File: src/rtl/gshare_predictor.sv
// Gshare branch direction predictor: PC xor speculative global history indexes a table of
// saturating counters; a sweep FSM initialises the table so it can live in RAM.
module gshare_predictor #(
    parameter int unsigned IDX_W    = 8,
    parameter int unsigned CTR_W    = 2,
    parameter int unsigned GHR_W    = 8,
    parameter int unsigned INIT_CTR = 1
) (
    input  logic             clk,
    input  logic             rst_n,
    input  logic             i_clear,
    output logic             o_init_busy,
    input  logic             i_lu_valid,
    input  logic [IDX_W-1:0] i_lu_pc,
    output logic             o_pred_valid,
    output logic             o_pred_taken,
    output logic [IDX_W-1:0] o_pred_idx,
    output logic [GHR_W-1:0] o_pred_ghr,
    input  logic             i_upd_valid,
    input  logic [IDX_W-1:0] i_upd_idx,
    input  logic             i_upd_taken,
    input  logic             i_upd_mispredict,
    input  logic [GHR_W-1:0] i_upd_ghr
);

    localparam int unsigned      DEPTH    = 2 ** IDX_W;
    localparam logic [0:0]       ST_INIT  = 1'b0;
    localparam logic [0:0]       ST_RUN   = 1'b1;
    localparam logic [CTR_W-1:0] CTR_MAX  = '1;
    localparam logic [CTR_W-1:0] CTR_INIT = CTR_W'(INIT_CTR);
    localparam logic [IDX_W-1:0] PTR_LAST = '1;

    logic [0:0]       r_state;
    logic [IDX_W-1:0] r_ptr;
    logic [GHR_W-1:0] r_ghr;
    logic [CTR_W-1:0] r_table [DEPTH];

    logic             w_run;
    logic             w_active;
    logic             w_lu_fire;
    logic             w_upd_fire;
    logic             w_recover;
    logic [IDX_W-1:0] w_lu_idx;
    logic             w_lu_taken;
    logic [CTR_W-1:0] w_upd_old;
    logic [CTR_W-1:0] w_upd_new;
    logic [GHR_W:0]   w_ghr_spec;
    logic [GHR_W:0]   w_ghr_rec;

    assign w_run       = (r_state == ST_RUN);
    // A clear cycle drops both lookup and update.
    assign w_active    = w_run & ~i_clear;
    assign w_lu_fire   = w_active & i_lu_valid;
    assign w_upd_fire  = w_active & i_upd_valid;
    assign w_recover   = w_upd_fire & i_upd_mispredict;
    assign w_lu_idx    = i_lu_pc ^ IDX_W'(r_ghr);
    assign w_lu_taken  = r_table[w_lu_idx][CTR_W-1];
    assign w_upd_old   = r_table[i_upd_idx];
    assign w_ghr_spec  = {r_ghr, w_lu_taken};
    assign w_ghr_rec   = {i_upd_ghr, i_upd_taken};
    assign o_init_busy = ~w_run;

    always_comb begin
        w_upd_new = w_upd_old;
        if (i_upd_taken) begin
            if (w_upd_old != CTR_MAX) w_upd_new = w_upd_old + 1'b1;
        end else begin
            if (w_upd_old != '0) w_upd_new = w_upd_old - 1'b1;
        end
    end

    always_ff @(posedge clk or negedge rst_n) begin
        if (!rst_n) begin
            r_state <= ST_INIT;
            r_ptr   <= '0;
            r_ghr   <= '0;
        end else if (!w_run) begin
            r_ptr <= r_ptr + 1'b1;
            r_ghr <= '0;
            if (r_ptr == PTR_LAST) r_state <= ST_RUN;
        end else if (i_clear) begin
            r_state <= ST_INIT;
            r_ptr   <= '0;
            r_ghr   <= '0;
        end else if (w_recover) begin
            r_ghr <= w_ghr_rec[GHR_W-1:0];
        end else if (w_lu_fire) begin
            r_ghr <= w_ghr_spec[GHR_W-1:0];
        end
    end

    // No reset on the table so it can map onto RAM; the sweep provides initial contents.
    always_ff @(posedge clk) begin
        if (!w_run) begin
            r_table[r_ptr] <= CTR_INIT;
        end else if (w_upd_fire) begin
            r_table[i_upd_idx] <= w_upd_new;
        end
    end

    always_ff @(posedge clk or negedge rst_n) begin
        if (!rst_n) begin
            o_pred_valid <= 1'b0;
            o_pred_taken <= 1'b0;
            o_pred_idx   <= '0;
            o_pred_ghr   <= '0;
        end else begin
            o_pred_valid <= w_lu_fire;
            if (w_lu_fire) begin
                o_pred_taken <= w_lu_taken;
                o_pred_idx   <= w_lu_idx;
                o_pred_ghr   <= r_ghr;
            end
        end
    end

endmodule
File: config.mk
export PLATFORM = sky130hd
export DESIGN_NAME = gshare_predictor
export DESIGN_NICKNAME = d
export VERILOG_FILES = /design/src/rtl/gshare_predictor.sv
export SDC_FILE = /design/constraint.sdc
export NUM_CORES = 1
export LEC_CHECK = 0
export CORE_UTILIZATION = 62
export DETAILED_ROUTE_END_ITERATION = 8
export HOLD_SLACK_MARGIN = 0.05
export PLACE_DENSITY = 0.79
export RECOVER_POWER = 100
export SLEW_MARGIN = 20
export SYNTH_ARGS = -nofsm -noshare
export SYNTH_HDL_FRONTEND = slang
export SYNTH_SLANG_ARGS = --single-unit
export TNS_END_PERCENT = 5
File: constraint.sdc
create_clock -name clk -period 11 [get_ports clk]
set_input_delay 2.75 -clock clk [delete_from_list [all_inputs] [get_ports clk]]
set_output_delay 2.75 -clock clk [all_outputs]
set_load 0.01 [all_outputs]
==> results.md <==
- The run finished, with violations left.
- The final reports fail on capacitance limit, slew limit.
- After layout, the worst path uses 79.0% of the clock period.
- The iteration-0 DRC count of the detailed router is 2398.
- Counting the fill cells in the layout gives 2491.
- The dominant register cell in the synthesized netlist is edfxtp_1.
- The number of nets in the layout is 1648.
- Setup repair after global routing left no endpoint under its margin.
- The detail-routed net length per standard cell is 30.9 µm.
- The depth of the most critical reg-to-reg path is 10.
- The setup skew after layout is 0.0231 ns.
- For this run, design rule violations remaining after detail routing come to 0.
- The number of sinks handled by clock tree synthesis is 547.
- Once detailed placement completed, the half-perimeter wirelength came to 41300 µm.
- After detailed routing, the met3 layer carries 8990 µm of wire.
- The clock network burns 36.8% of the power.
- The total of hold buffers inserted after clock tree synthesis is 0.
- In the synthesized netlist the async set-or-reset flop fraction comes to 6.40%.
- The cell type contributing the most total cell area after synthesis is edfxtp_1.
- The parity-gate share of the synthesized area counting xor and xnor cells is 0.624%.
- During placement, the flow inserted port buffers numbering 48.
- The via count normalized by instance count is 7.26.
- Counting instances, the worst hold path has a depth of 2.
- Max-cap violations in this run came to 3.
- Once the clock tree was built, the setup fixing pass inserted 0 buffers.
- The area growth from synthesis to final layout is 9.99%.
- The number of setup violations in the final report is 0.
- The synthesis warning total is 0.
- A synthesized cell averages 15.9 µm².
- The cell area after placement is 26000 µm².
- Summing all flip-flop and latch instances after layout gives 16300 µm².
- The wire length of the first global-routing pass is 99100 µm.
- The H-tree generated during clock tree synthesis spans 2 levels.
- For this run, the top clock speed supported by timing is 0.115 GHz.
- The die span in x is 203 µm.
- The origin of the worst setup path is i_upd_idx[0].
- The complex-gate fraction of the synthesized area is 4.39%.
- The longest clock path from root to sink contains 3 buffers.
- The source of the worst register-to-register timing path is r_ghr[0].
- The worst setup path is launched from an input port.
- Summing all multi-input logic gate instances after layout gives 8220 µm².
- The clock-pin slew reported for the worst setup and hold paths after clock tree synthesis is 0.06 ns.
- Of the synthesized area, sequential elements account for 64.8%.
- The library cell used most frequently in the layout, excluding fill and tap cells, is edfxtp_1.
- The global-route congestion overflow total is 0.
- Once the floorplan was initialized, standard cells occupied 63.0% of the core.
- Row generation in the floorplan step produced 73 rows.
- The setup TNS after final layout is 0 ns.
- The adder-cell share of the synthesized area is 0.0499%.
- The count of boundary I/O pins is 50.
- The flip-flop and latch count after synthesis is 547.
- The hold violation count in the final report was 0.
- The first detailed-routing pass took 6 iterations.
- The final design instance area without fill is 27600 µm².
- The number of placed instances, taps included, is 2087.
- The overall track demand over capacity in global routing is 33.4%.
- The category of the most critical setup path is input port to register.
- Dividing total power by cell area gives a power density of 172 nW/µm².
- The core area is 39800 µm².
- After clock tree synthesis, the repair step resized 0 gates.
- In the post-synthesis netlist, the biggest area contributors are edfxtp_1 61%, mux4_2 15%, nor2_1 4.3%.
- The worst path in the final design needs a cycle of 8.69 ns, including I/O delays and setup.
- After synthesis, the share of cell area in mux cells is 19.1%.
- Data on the critical path is required at its endpoint by 11.03 ns.
- In this run the most critical hold path is launched from o_pred_ghr[3].
- The largest net degree at the start of global routing is 145.
- The share of cells above drive strength 1 is 17.5%.
- The total number of vias is 15822.
- The final wirelength is 67400 µm.
- The cell leakage power is 9.27 nW.
- The path class of the tightest hold or removal check is register to register.
- The count of flip-flops with a built-in enable after synthesis is 512.
- In this run the biggest area consumer among cell types represents 61.3% of the synthesized area.
- The transition time at the pin with the least slew margin is 3.49 ns.
- The share of synthesized cell area in and, or, nand and nor gates is 8.44%.
- The post-synthesis cell area is 25100 µm².
- Counting every instance in the synthesized netlist gives 1581.
- In the layout the commonest cells are 512 x edfxtp_1, 288 x nor2_1, 164 x mux4_2.
- The top routing layer in use is met4.
- The via count of the first global-routing pass is 15667.
- The worst pin sits at a relative slew slack of -133%.
- The clock tree from TritonCTS is built.
- The capturing element type of the critical path is a register.
- The count of final max-slew check failures is 103.
- The initial antenna violation count came to 0.
- Of all nets on the critical path, the largest fanout is 76.
- Clock tree synthesis selected as its root buffer the cell clkbuf_16.
- For this run, the share of the core covered by cells in the final layout is 69.3%.
- Of the total power, the share spent switching nets is 27.2%.
- The internal power consumption is 0.00345 W.
- The synthesized netlist contains 71 unique library cells.
- The full die area is 41200 µm².
- In the detailed route, the total length drawn on met2 is 31400 µm.
- The analysis attributes to net switching a power of 0.00129 W.
- For the worst-skew pair, the clock arrives at the later sink with an insertion delay of 0.60 ns.
- Sequential cells burn 49.4% of the power.
- The worst-case IR drop observed on VDD is 0.112 mV.
- The last weighted congestion value of the routability-driven placer is 0.924.
- The number of antenna diodes in the final layout is 0.
- The main combinational cell family by area after synthesis is multiplexers.
- The worst endpoint data arrival time is 8.73 ns.
- The combinational group share of total power is 13.8%.
- Counting the buffers created by CTS gives 51.
- The number of nets in the synthesized netlist is 1613.
- The detail route stage leaves a number of antenna-violating nets equal to 0.
- The vertical die dimension is 203 µm.
- The routed metal-1 wire length is 23400 µm.
- For this run, the number of standard cells in the final layout without fillers is 2180.
-- flip-flops by register name, summed over array words and instances, names as in the netlist --
signal / flops
o_pred_taken: 1
r_table: 512
r_ghr: 8
o_pred_ghr: 8
o_pred_valid: 1
r_ptr: 8
r_state: 1
o_pred_idx: 8
-- cell type report --
class                   count  share of cell area (%)
flip-flops and latches    547                    58.9
multi-input cells         918                    29.8
inverters                   9                   0.122
clock buffers              61                    4.84
well taps                 525                    2.38
repair buffers             89                    2.88
clock inverters            31                    1.06
-- synthesized netlist by cell type (8+ instances only) --
cell / instances
buf_6: 14
mux4_1: 19
a22oi_1: 32
o21ai_0: 22
nor3_1: 9
nand3_1: 39
mux4_2: 164
o31ai_1: 14
a21oi_1: 25
edfxtp_1: 512
buf_2: 21
clkbuf_1: 57
nand4_1: 10
o21ai_1: 10
nand2_1: 111
nor2_1: 287
inv_1: 8
buf_4: 11
dfrtp_1: 35
nand3b_1: 10
mux2i_1: 57
-- worst paths after layout --
check,endpoint,slack (ns)
worst min register to register,o_pred_ghr[3],0.47
worst min-delay path,o_pred_ghr[3],0.47
worst max-delay path,r_table[192][1],2.31
max in group asynchronous,r_ghr[3],6.73
worst max register to register,r_ghr[0],4.74
min in group asynchronous,o_pred_idx[0],3.21
-- power groups by stage --
stage	logic, W	clock network [W]	registers [W]
2_1_floorplan	0.000382	0	0.00237
3_3_place_gp	0.000620	0	0.00238
3_5_place_dp	0.000632	0	0.00238
4_1_cts	0.000639	0.00175	0.00234
5_1_grt	0.000671	0.00182	0.00234
6_report	0.000654	0.00175	0.00234
-- critical path, cell delays in order --
cell	delay (ns)
clkbuf_8	0.60
clkbuf_1	1.70
mux4_2	0.70
mux4_2	0.51
nor2b_1	0.15
o32ai_1	0.62
o32ai_1	0.28
o21ai_0	0.38
a21oi_4	0.10
clkbuf_2	0.79
-- cells by family after synthesis --
family / after synthesis
multiplexers: 243
buffers and inverters: 116
AND/OR/NAND/NOR: 502
adder cells (fa/ha/maj): 1
AO/OA/AOI/OAI: 158
flip-flops: 547
XOR/XNOR: 14
-- metal layers --
layer	GRT usage [%]	vias up
li1	-	6334
met3	7.69	266
met1	44.5	7904
met4	17.1	0
met2	52.2	1318
met5	0	-
-- through the flow --
step                      setup WS [ns]  total power [W]  hold slack, ns
final                              2.31          0.00474           0.471
after global routing               1.85          0.00484           0.514
after CTS                          3.69          0.00473           0.479
after detailed placement           3.08          0.00301           0.464
after global placement             3.18          0.00300           0.460
after floorplan                   -1.33          0.00275           0.481
Note: power is estimated with default switching activity, not from simulation.
